--- config.mk ---
export PLATFORM = sky130hd
export DESIGN_NAME = gray_step_counter
export DESIGN_NICKNAME = d
export VERILOG_FILES = /design/src/rtl/gray_pkg.sv /design/src/rtl/bin_to_gray_enc.sv /design/src/rtl/gray_step_counter.sv
export SDC_FILE = /design/constraint.sdc
export NUM_CORES = 1
export LEC_CHECK = 0
export BUFFER_PORTS_ARGS = -buffer_cell sky130_fd_sc_hd__clkbuf_2
export CAP_MARGIN = 10
export CORE_MARGIN = 2
export CORE_UTILIZATION = 48
export DETAILED_ROUTE_END_ITERATION = 16
export PLACE_DENSITY = 0.71
export SYNTH_ARGS = -nofsm -noshare
export SYNTH_HDL_FRONTEND = slang
export SYNTH_SLANG_ARGS = --single-unit
--- constraint.sdc ---
create_clock -name clk -period 2.3 [get_ports clk]
set_input_delay 0.46 -clock clk [delete_from_list [all_inputs] [get_ports clk]]
set_output_delay 0.46 -clock clk [all_outputs]
set_load 0.01 [all_outputs]
--- src/rtl/gray_pkg.sv ---
// ============================================================================
// Module      : gray_pkg
// Description : Shared width default, FSM state encodings and helper
//               functions for the Gray step counter.
// Revision    : 1.0 - initial release
// ============================================================================
`default_nettype none

package gray_pkg;

    localparam int c_width_default = 4;

    typedef enum logic [1:0] {
        IDLE = 2'd0,
        RUN  = 2'd1,
        DONE = 2'd2
    } state_t;

    function automatic logic [31:0] bin_to_gray(input logic [31:0] b);
        return b ^ (b >> 1);
    endfunction

    function automatic logic [5:0] popcount(input logic [31:0] v);
        logic [5:0] n;
        n = '0;
        for (int i = 0; i < 32; i++) begin
            n = n + {5'd0, v[i]};
        end
        return n;
    endfunction

endpackage

`default_nettype wire

--- src/rtl/bin_to_gray_enc.sv ---
// ============================================================================
// Module      : bin_to_gray_enc
// Description : Combinational WIDTH-bit binary-to-Gray encoder (WIDTH <= 32).
// Revision    : 1.0 - initial release
// ============================================================================
`default_nettype none

module bin_to_gray_enc
    import gray_pkg::*;
#(
    parameter int WIDTH = c_width_default
) (
    input  logic [WIDTH-1:0] bin,
    output logic [WIDTH-1:0] gray
);

    assign gray = WIDTH'(bin_to_gray(32'(bin)));

endmodule

`default_nettype wire

--- src/rtl/gray_step_counter.sv ---
// ============================================================================
// Module      : gray_step_counter
// Description : Sequenced Gray-code source with programmed/continuous runs,
//               direction control and idle preset. Define GRAY_CHECK_EN to
//               add the sticky single-bit-change checker output gray_err.
// Revision    : 1.0 - initial release
// ============================================================================
`default_nettype none

module gray_step_counter
    import gray_pkg::*;
#(
    parameter int WIDTH = c_width_default
) (
    input  logic             clk,
    input  logic             reset,
    input  logic             load,
    input  logic [WIDTH-1:0] load_val,
    input  logic             start,
    input  logic [WIDTH-1:0] steps,
    input  logic             up,
    input  logic             stop,
    output logic [WIDTH-1:0] G,
    output logic             busy,
    output logic             done,
    output logic             wrap
`ifdef GRAY_CHECK_EN
    ,
    output logic             gray_err
`endif
);

    state_t           r_state;
    logic [WIDTH-1:0] r_b;
    logic [WIDTH-1:0] r_rem;

    logic [WIDTH-1:0] w_b_next;
    logic [WIDTH-1:0] w_g_next;
    logic             w_step;
    logic             w_wrap_next;

    always_comb begin
        w_b_next    = r_b;
        w_step      = 1'b0;
        w_wrap_next = 1'b0;
        case (r_state)
            IDLE: begin
                if (load) begin
                    w_b_next = load_val;
                end
            end
            RUN: begin
                if (!stop) begin
                    w_step = 1'b1;
                    if (up) begin
                        w_b_next    = r_b + WIDTH'(1);
                        w_wrap_next = (r_b == {WIDTH{1'b1}});
                    end else begin
                        w_b_next    = r_b - WIDTH'(1);
                        w_wrap_next = (r_b == '0);
                    end
                end
            end
            default: ;
        endcase
    end

    // Gray code is formed from the next count so G changes on the same edge as b.
    bin_to_gray_enc #(
        .WIDTH (WIDTH)
    ) u_enc (
        .bin  (w_b_next),
        .gray (w_g_next)
    );

    always_ff @(posedge clk) begin
        if (reset) begin
            r_state <= IDLE;
            r_b     <= '0;
            r_rem   <= '0;
            G       <= '0;
            busy    <= 1'b0;
            done    <= 1'b0;
            wrap    <= 1'b0;
        end else begin
            r_b  <= w_b_next;
            G    <= w_g_next;
            wrap <= w_wrap_next;
            busy <= (r_state == RUN);
            done <= (r_state == DONE);
            case (r_state)
                IDLE: begin
                    if (!load && start) begin
                        r_rem   <= steps;
                        r_state <= RUN;
                    end
                end
                RUN: begin
                    if (stop) begin
                        r_state <= IDLE;
                    end else if (r_rem != '0) begin
                        // rem stays 0 in continuous mode, so only programmed runs end here.
                        r_rem <= r_rem - WIDTH'(1);
                        if (r_rem == WIDTH'(1)) begin
                            r_state <= DONE;
                        end
                    end
                end
                DONE: begin
                    r_state <= IDLE;
                end
                default: begin
                    r_state <= IDLE;
                end
            endcase
        end
    end

`ifdef GRAY_CHECK_EN
    logic [WIDTH-1:0] r_g_prev;
    logic             r_step_chk;

    always_ff @(posedge clk) begin
        if (reset) begin
            r_g_prev   <= '0;
            r_step_chk <= 1'b0;
            gray_err   <= 1'b0;
        end else begin
            r_g_prev   <= G;
            r_step_chk <= w_step;
            if (r_step_chk && (popcount(32'(G ^ r_g_prev)) != 6'd1)) begin
                gray_err <= 1'b1;
            end
        end
    end
`endif

endmodule

`default_nettype wire
==> results of run 1 <==
[power breakdown]
group / switching, W / total, W / internal (W)
registers: 0.0000173 / 0.000314 / 0.000297
clock network: 0.0000827 / 0.000143 / 0.0000608
logic: 0.0000899 / 0.000169 / 0.0000789
total: 0.000190 / 0.000626 / 0.000436
[routing by layer]
metal  vias to the layer above  GRT usage [%]  wire length [um]
li1                        478              -                 -
met3                         4          5.357               146
met2                        40          28.73              1022
met1                       432          26.20              1067
met5                         -              0                 0
met4                         0          6.306                29
[registers in the layout (all words and copies together), names as in the netlist]
| name | count |
|---|---|
| r_b | 3 |
| r_state | 2 |
| G | 4 |
| busy | 1 |
| done | 1 |
| r_rem | 4 |
| wrap | 1 |
[layout make-up]
class	count	area, sq um	area share, %
well taps	27	33.78	2.903
flip-flops and latches	16	320.3	27.53
inverters	7	26.28	2.258
clock buffers	3	22.52	1.935
repair buffers	24	130.1	11.18
multi-input cells	89	630.6	54.19
[logic make-up (layout without fill, tap and decap cells)]
group,after synthesis,after routing,share of synthesized area [%]
simple gates,53,53,31.06
compound gates,25,25,17.15
buf+inv,17,34,8.873
flops,16,16,30.70
fa+ha+maj,6,6,7.914
xor+xnor,4,4,3.358
mux,1,1,0.9593
[synth_stat cells (2+ instances only)]
cell type,instances
dfxtp_1,16
nor2_1,13
inv_1,7
a21oi_1,6
ha_1,5
nor3_1,5
nor4_1,5
a211oi_1,4
clkbuf_1,4
nor3b_1,4
and2_1,3
buf_6,3
nand2_1,3
nand2b_1,3
o21ai_0,3
or4_1,3
a31oi_1,2
and3_1,2
buf_2,2
nor2b_1,2
xnor2_1,2
xor2_1,2
[worst min-delay path by stage]
stage	to	slack (ns)	cells past startpoint
floorplan	r_rem[3]	0.47	2
global placement	r_rem[3]	0.49	2
detailed placement	r_rem[3]	0.51	2
CTS	r_b[1]	0.48	3
global route	r_b[0]	0.49	3
finish	r_b[1]	0.48	3
[worst register-to-register path, cell delays in order, from the launching register on]
cell,delay [ns]
dfxtp_1,0.42
inv_1,0.10
fa_1,0.43
xor2_1,0.15
nor3_1,0.07
o311ai_0,0.35
o31ai_1,0.13
or3b_1,0.38
[metrics by stage]
stage | hold slack, ns | utilization [%] | worst slack [ns] | cell area, sq um | total power (W)
floorplan | 0.4711 | - | 0.09200 | 1044 | 0.0004394
global placement | 0.4907 | 57.00 | 0.04207 | 1141 | 0.0004799
detailed placement | 0.5144 | 57.00 | -0.03542 | 1141 | 0.0004861
CTS | 0.4755 | 58.13 | 0.1573 | 1164 | 0.0006303
global route | 0.4935 | 58.13 | 0.1106 | 1164 | 0.0006672
finish | 0.4785 | 58.13 | 0.1697 | 1164 | 0.0006262
==> results_tabular.tex, run 1 <==
\begin{tabular}{lr}
\hline
Metric & Value \\
\hline
\multicolumn{2}{l}{\textbf{Finish}} \\
Number of antenna diodes & 0 \\
Area Overhead vs Synth & 11.51\% \\
Most common library cell in the layout ignoring fill and taps & clkbuf\_2 \\
NumNets Final & 161 \\
Fraction of layout instances using a drive strength above 1 & 23.74\% \\
Filler Cells Inserted & 186 \\
Final cell count without fillers & 166 \\
Most used cells in the layout excluding fill and tap cells & clkbuf\_2, dfxtp\_1, nor2\_1, inv\_1, a21oi\_1 \\
\multicolumn{2}{l}{\textbf{Die}} \\
Core Footprint & 2002 sq um \\
Chip Height & 50.63 um \\
Effective utilization at floorplan & 52.13\% \\
Top-Level Pins & 21 \\
Total die area & 2563 sq um \\
Site Rows & 16 \\
Die extent in x & 50.63 um \\
\multicolumn{2}{l}{\textbf{Worst setup path}} \\
Buf+Inv Stages, Crit Path & 1 \\
Worst setup path startpoint & r\_b[0] \\
Family with the most delay on the worst path & compound AO/OA/AOI/OAI gates \\
Slowest-stage cell, CP & fa\_1 \\
Endpoint class of the critical path & flip-flop \\
Required time at the endpoint of the critical path & 2.47 ns \\
Arrival time reported for the critical path endpoint & 2.30 ns \\
Critical-path cell list & inv\_1 > fa\_1 > xor2\_1 > nor3\_1 > o311ai\_0 > o31ai\_1 > or3b\_1 \\
Class of the most critical setup path & flip-flop to flip-flop \\
Termination of the worst setup path & G[2] \\
Reg-to-Reg Start & r\_b[0] \\
CP Depth & 7 \\
Worst setup slack for register-to-register paths & 0.17 ns \\
Longest individual stage delay on the worst path & 0.43 ns \\
CP startpoint kind & flip-flop \\
RR Endpoint & G[2] \\
Largest fanout of any net on the critical path & 6 \\
Cell count of the worst reg-to-reg path & 7 \\
\multicolumn{2}{l}{\textbf{Placed design}} \\
Quantity of I/O buffers inserted on ports & 20 \\
Inst Count DP & 163 \\
Placer congestion estimate & 0.8438 \\
HPWL after DPL & 1.654 mm \\
\multicolumn{2}{l}{\textbf{Synthesis}} \\
Synthesized area & 1044 sq um \\
Part of the Yosys area used for sequential elements & 30.70\% \\
Largest cells by area after synthesis & dfxtp\_1, ha\_1, nor2\_1, buf\_6, nor4\_1 \\
Number of distinct library cell variants in the gate-level netlist after synthesis & 45 \\
Average instance area after synthesis & 8.553 sq um \\
Number of instances in the synthesized netlist & 122 \\
Syn nets & 142 \\
Synth Register Bits & 16 \\
Most used DFF post-synth & dfxtp\_1 \\
Number of warning messages in the yosys log & 0 \\
Top-area cell type share of the netlist area & 30.70\% \\
Synth async-reset ratio & 0\% \\
Number of enable flip-flop cells after synthesis & 0 \\
Cell taking the most area after synthesis & dfxtp\_1 \\
\multicolumn{2}{l}{\textbf{Clocking}} \\
Post-CTS setup buffer count & 0 \\
\# clock sinks & 16 \\
Number of CTS-inserted buffers & 3 \\
Clock root cell & clkbuf\_4 \\
Clock latency on the worst-skew pair & 0.28 ns \\
Maximum level of the CTS H-tree & 1 \\
TritonCTS clock tree & done \\
Clock buffer depth & 2 \\
Number of hold buffers added after cts & 0 \\
Clock slew seen by the registers of the worst setup and hold paths & 0.09 ns \\
Number of gates given a new drive strength after cts & 0 \\
\multicolumn{2}{l}{\textbf{STA}} \\
Final worst path period share & 92.62\% \\
Setup Total Neg Slack & 0 ns \\
Fmax & 469.4 MHz \\
Worst slew margin & 70.17\% \\
RSZ-0062 raised after global routing & false \\
\# setup viols final & 0 \\
Crit path time final & 2.130 ns \\
Actual slew at the worst max-slew pin & 0.4447 ns \\
Setup Skew & 0.006119 ns \\
Fin. Hold Viols & 0 \\
Max Slew Vio Count & 0 \\
\multicolumn{2}{l}{\textbf{Global routing}} \\
Wire length of the first global-routing pass & 3.691 mm \\
Tot GR Track Use & 19.09\% \\
Vias in the first global route & 804 \\
Pin count of the biggest net entering global routing & 18 \\
Initial antenna violation count & 0 \\
Aggregate global routing overflow & 0 \\
\multicolumn{2}{l}{\textbf{Worst hold path}} \\
Worst min-delay path category & input port to flip-flop \\
Beginning of the worst hold path & load\_val[1] \\
\multicolumn{2}{l}{\textbf{Outcome}} \\
Outcome & complete, no violations \\
\multicolumn{2}{l}{\textbf{Routing}} \\
Final WL & 2.266 mm \\
Number of optimization iterations in the first detailed-route pass & 4 \\
Vias per inst & 5.747 \\
Starting DRC count in detailed routing & 21 \\
DRC & 0 \\
Detailed-route wire length per cell & 13.65 um \\
Total vias in the final route & 954 \\
Antenna violation net count after detailed routing & 0 \\
\multicolumn{2}{l}{\textbf{Pwr}} \\
Power per unit of standard cell area & 538.1 nW/um\^{}2 \\
Maximum vdd ir drop & 0.3713 mV \\
Cell leakage power & 0.4943 nW \\
\multicolumn{2}{l}{\textbf{Flow run}} \\
Total of max-cap violations & 0 \\
\hline
\end{tabular}
Power figures use the tool's default switching activity.
==> inputs of run 2 (changes only) <==
--- a/config.mk
+++ b/config.mk
@@ -10,7 +10,9 @@
 export CORE_MARGIN = 2
 export CORE_UTILIZATION = 48
 export DETAILED_ROUTE_END_ITERATION = 16
+export GPL_ROUTABILITY_DRIVEN = 0
 export PLACE_DENSITY = 0.71
 export SYNTH_ARGS = -nofsm -noshare
 export SYNTH_HDL_FRONTEND = slang
+export SYNTH_HIERARCHICAL = 1
 export SYNTH_SLANG_ARGS = --single-unit
==> results_tabular.tex, run 2 <==
\begin{tabular}{lr}
\hline
Metric & Value \\
\hline
\multicolumn{2}{l}{\textbf{Synthesis}} \\
Synth async-reset ratio & 0\% (unchanged) \\
Synthesized area & 1062 sq um (was 1044 sq um) \\
Largest cells by area after synthesis & dfxtp\_1, ha\_1, nor3b\_4, nor3\_1, nor2b\_1 (was dfxtp\_1, ha\_1, nor2\_1, buf\_6, nor4\_1) \\
Number of instances in the synthesized netlist & 115 (was 122) \\
Number of enable flip-flop cells after synthesis & 0 (unchanged) \\
Cell taking the most area after synthesis & dfxtp\_1 (unchanged) \\
Most used DFF post-synth & dfxtp\_1 (unchanged) \\
Part of the Yosys area used for sequential elements & 32.04\% (was 30.70\%) \\
Syn nets & 135 (was 142) \\
Top-area cell type share of the netlist area & 32.04\% (was 30.70\%) \\
Synth top cells by count & dfxtp\_1, inv\_1, nor3\_1 (was dfxtp\_1, nor2\_1, inv\_1) \\
Number of warning messages in the yosys log & 6 (was 0) \\
Synth Register Bits & 17 (was 16) \\
Number of distinct library cell variants in the gate-level netlist after synthesis & 48 (was 45) \\
Dominant cell by count in the synthesized netlist & dfxtp\_1 (unchanged) \\
Average instance area after synthesis & 9.237 sq um (was 8.553 sq um) \\
\multicolumn{2}{l}{\textbf{STA}} \\
Actual slew at the worst max-slew pin & 0.5599 ns (was 0.4447 ns) \\
Hold Slack & 0.4786 ns (was 0.4785 ns) \\
Fmax & 510.9 MHz (was 469.4 MHz) \\
Crit path time final & 1.957 ns (was 2.130 ns) \\
Setup Skew & 0.003583 ns (was 0.006119 ns) \\
RSZ-0062 raised after global routing & false (unchanged) \\
Max Slew Vio Count & 0 (unchanged) \\
Setup Total Neg Slack & 0 ns (unchanged) \\
Final worst path period share & 85.10\% (was 92.62\%) \\
Worst slew margin & 62.62\% (was 70.17\%) \\
\# setup viols final & 0 (unchanged) \\
Fin. Hold Viols & 0 (unchanged) \\
\multicolumn{2}{l}{\textbf{Routing}} \\
Antenna violation net count after detailed routing & 0 (unchanged) \\
Starting DRC count in detailed routing & 17 (was 21) \\
Final WL & 2.237 mm (was 2.266 mm) \\
Number of optimization iterations in the first detailed-route pass & 4 (unchanged) \\
DRC & 0 (unchanged) \\
Total vias in the final route & 935 (was 954) \\
Vias per inst & 5.736 (was 5.747) \\
Detailed-route wire length per cell & 13.72 um (was 13.65 um) \\
\multicolumn{2}{l}{\textbf{Flow run}} \\
Total of max-cap violations & 0 (unchanged) \\
\multicolumn{2}{l}{\textbf{Global routing}} \\
Aggregate global routing overflow & 0 (unchanged) \\
Wire length of the first global-routing pass & 3.884 mm (was 3.691 mm) \\
Tot GR Track Use & 20.05\% (was 19.09\%) \\
Vias in the first global route & 868 (was 804) \\
Pin count of the biggest net entering global routing & 17 (was 18) \\
Initial antenna violation count & 0 (unchanged) \\
\multicolumn{2}{l}{\textbf{Die}} \\
Top-Level Pins & 21 (unchanged) \\
Die extent in x & 51.05 um (was 50.63 um) \\
Core Footprint & 2148 sq um (was 2002 sq um) \\
Chip Height & 51.05 um (was 50.63 um) \\
Total die area & 2606 sq um (was 2563 sq um) \\
Effective utilization at floorplan & 49.45\% (was 52.13\%) \\
Site Rows & 17 (was 16) \\
\multicolumn{2}{l}{\textbf{Clocking}} \\
TritonCTS clock tree & done (unchanged) \\
Clock slew seen by the registers of the worst setup and hold paths & 0.10 ns (was 0.09 ns) \\
\# clock sinks & 17 (was 16) \\
Number of hold buffers added after cts & 0 (unchanged) \\
Number of gates given a new drive strength after cts & 0 (unchanged) \\
Clock latency on the worst-skew pair & 0.29 ns (was 0.28 ns) \\
Clock root cell & clkbuf\_4 (unchanged) \\
Number of CTS-inserted buffers & 3 (unchanged) \\
Clock buffer depth & 2 (unchanged) \\
Maximum level of the CTS H-tree & 1 (unchanged) \\
Post-CTS setup buffer count & 0 (unchanged) \\
\multicolumn{2}{l}{\textbf{Worst setup path}} \\
Termination of the worst setup path & G[2] (unchanged) \\
Endpoint class of the critical path & flip-flop (unchanged) \\
Required time at the endpoint of the critical path & 2.48 ns (was 2.47 ns) \\
Worst setup slack for register-to-register paths & 0.42 ns (was 0.17 ns) \\
RR Endpoint & G[2] (unchanged) \\
Arrival time reported for the critical path endpoint & 2.14 ns (was 2.30 ns) \\
Reg-to-Reg Start & r\_b[2] (was r\_b[0]) \\
Worst setup path startpoint & up (was r\_b[0]) \\
CP startpoint kind & input port (was flip-flop) \\
Class of the most critical setup path & input port to flip-flop (was flip-flop to flip-flop) \\
Largest fanout of any net on the critical path & 5 (was 6) \\
Cell count of the worst reg-to-reg path & 7 (unchanged) \\
\multicolumn{2}{l}{\textbf{Outcome}} \\
Outcome & complete, no violations (unchanged) \\
\multicolumn{2}{l}{\textbf{Placed design}} \\
Quantity of I/O buffers inserted on ports & 20 (unchanged) \\
HPWL after DPL & 1.706 mm (was 1.654 mm) \\
\multicolumn{2}{l}{\textbf{Finish}} \\
Most common library cell in the layout ignoring fill and taps & clkbuf\_2 (unchanged) \\
Area Overhead vs Synth & 12.72\% (was 11.51\%) \\
Number of antenna diodes & 0 (unchanged) \\
NumNets Final & 156 (was 161) \\
Final core area utilization & 55.74\% (was 58.13\%) \\
Most used cells in the layout excluding fill and tap cells & clkbuf\_2, dfxtp\_1, inv\_1, nor3\_1, nor2\_1 (was clkbuf\_2, dfxtp\_1, nor2\_1, inv\_1, a21oi\_1) \\
Biggest regs & G x4, r\_b x4, r\_rem x4 (was G x4, r\_rem x4, r\_b x3) \\
Fraction of layout instances using a drive strength above 1 & 27.41\% (was 23.74\%) \\
\multicolumn{2}{l}{\textbf{Worst hold path}} \\
Worst min-delay path category & input port to flip-flop (unchanged) \\
\multicolumn{2}{l}{\textbf{Pwr}} \\
Maximum vdd ir drop & 0.3274 mV (was 0.3713 mV) \\
Power per unit of standard cell area & 560.9 nW/um\^{}2 (was 538.1 nW/um\^{}2) \\
Design Power & 0.0006716 W (was 0.0006262 W) \\
Cell leakage power & 0.5147 nW (was 0.4943 nW) \\
\hline
\end{tabular}
run 2: per-stage QoR:
stage	setup WS, ns	area (sq um)	cells
floorplan	0.3570	1062	115
global placement	0.1568	1170	159
detailed placement	0.05059	1170	159
CTS	0.3715	1197	163
global route	0.1895	1197	163
finish	0.3426	1197	163
run 2: cell families after synthesis:
logic type,Yosys count,synth area share (%)
compound gates,29,20.14
xor+xnor,4,3.299
fa+ha+maj,6,7.774
buf+inv,13,6.478
flops,17,32.04
mux,1,0.9423
simple gates,45,29.33
run 2: how the worst min path moves through the flow:
stage | slack (ns) | cells after the start | from | endpoint
6_report | 0.48 | 3 | steps[2] | r_rem[2]
5_1_grt | 0.49 | 3 | steps[2] | r_rem[2]
4_1_cts | 0.47 | 3 | steps[2] | r_rem[2]
3_5_place_dp | 0.51 | 2 | r_rem[3] | r_rem[3]
3_3_place_gp | 0.50 | 2 | r_rem[3] | r_rem[3]
2_1_floorplan | 0.47 | 2 | r_rem[3] | r_rem[3]
run 2: area by class of cell:
type	count	area, sq um
fill	213	950.9
multi-input combinational	85	653.1
sequential	17	340.3
timing repair buffer	22	115.1
tap	28	35.03
inverter	7	26.28
clock buffer	3	22.52
clock inverter	1	5.005
run 2: power by group:
group / total, W / switching (W) / leakage (nW) / internal, W
registers: 0.000335 / 0.0000182 / 0.140 / 0.000317
clock network: 0.000162 / 0.0000971 / 0.0177 / 0.0000647
logic: 0.000175 / 0.0000919 / 0.357 / 0.0000831
total: 0.000672 / 0.000207 / 0.515 / 0.000464
run 2: metal layers:
layer  share of wire [%]  vias to the layer above  global-route usage [%]
li1                    -                      469                       -
met1                  46                      434                   25.18
met2                  47                       28                   32.47
met3                 4.8                        4                   3.801
met4                 1.9                        0                   10.36
met5                   0                        -                       0
run 2: worst max-delay path, stage by stage:
cell and delay, ns:
clkbuf_2 0.13, inv_1 0.13, ha_1 0.39, and3_1 0.18
o21ai_0 0.24, a211oi_1 0.11, nor3_1 0.28, xor2_1 0.09
nor2b_1 0.13
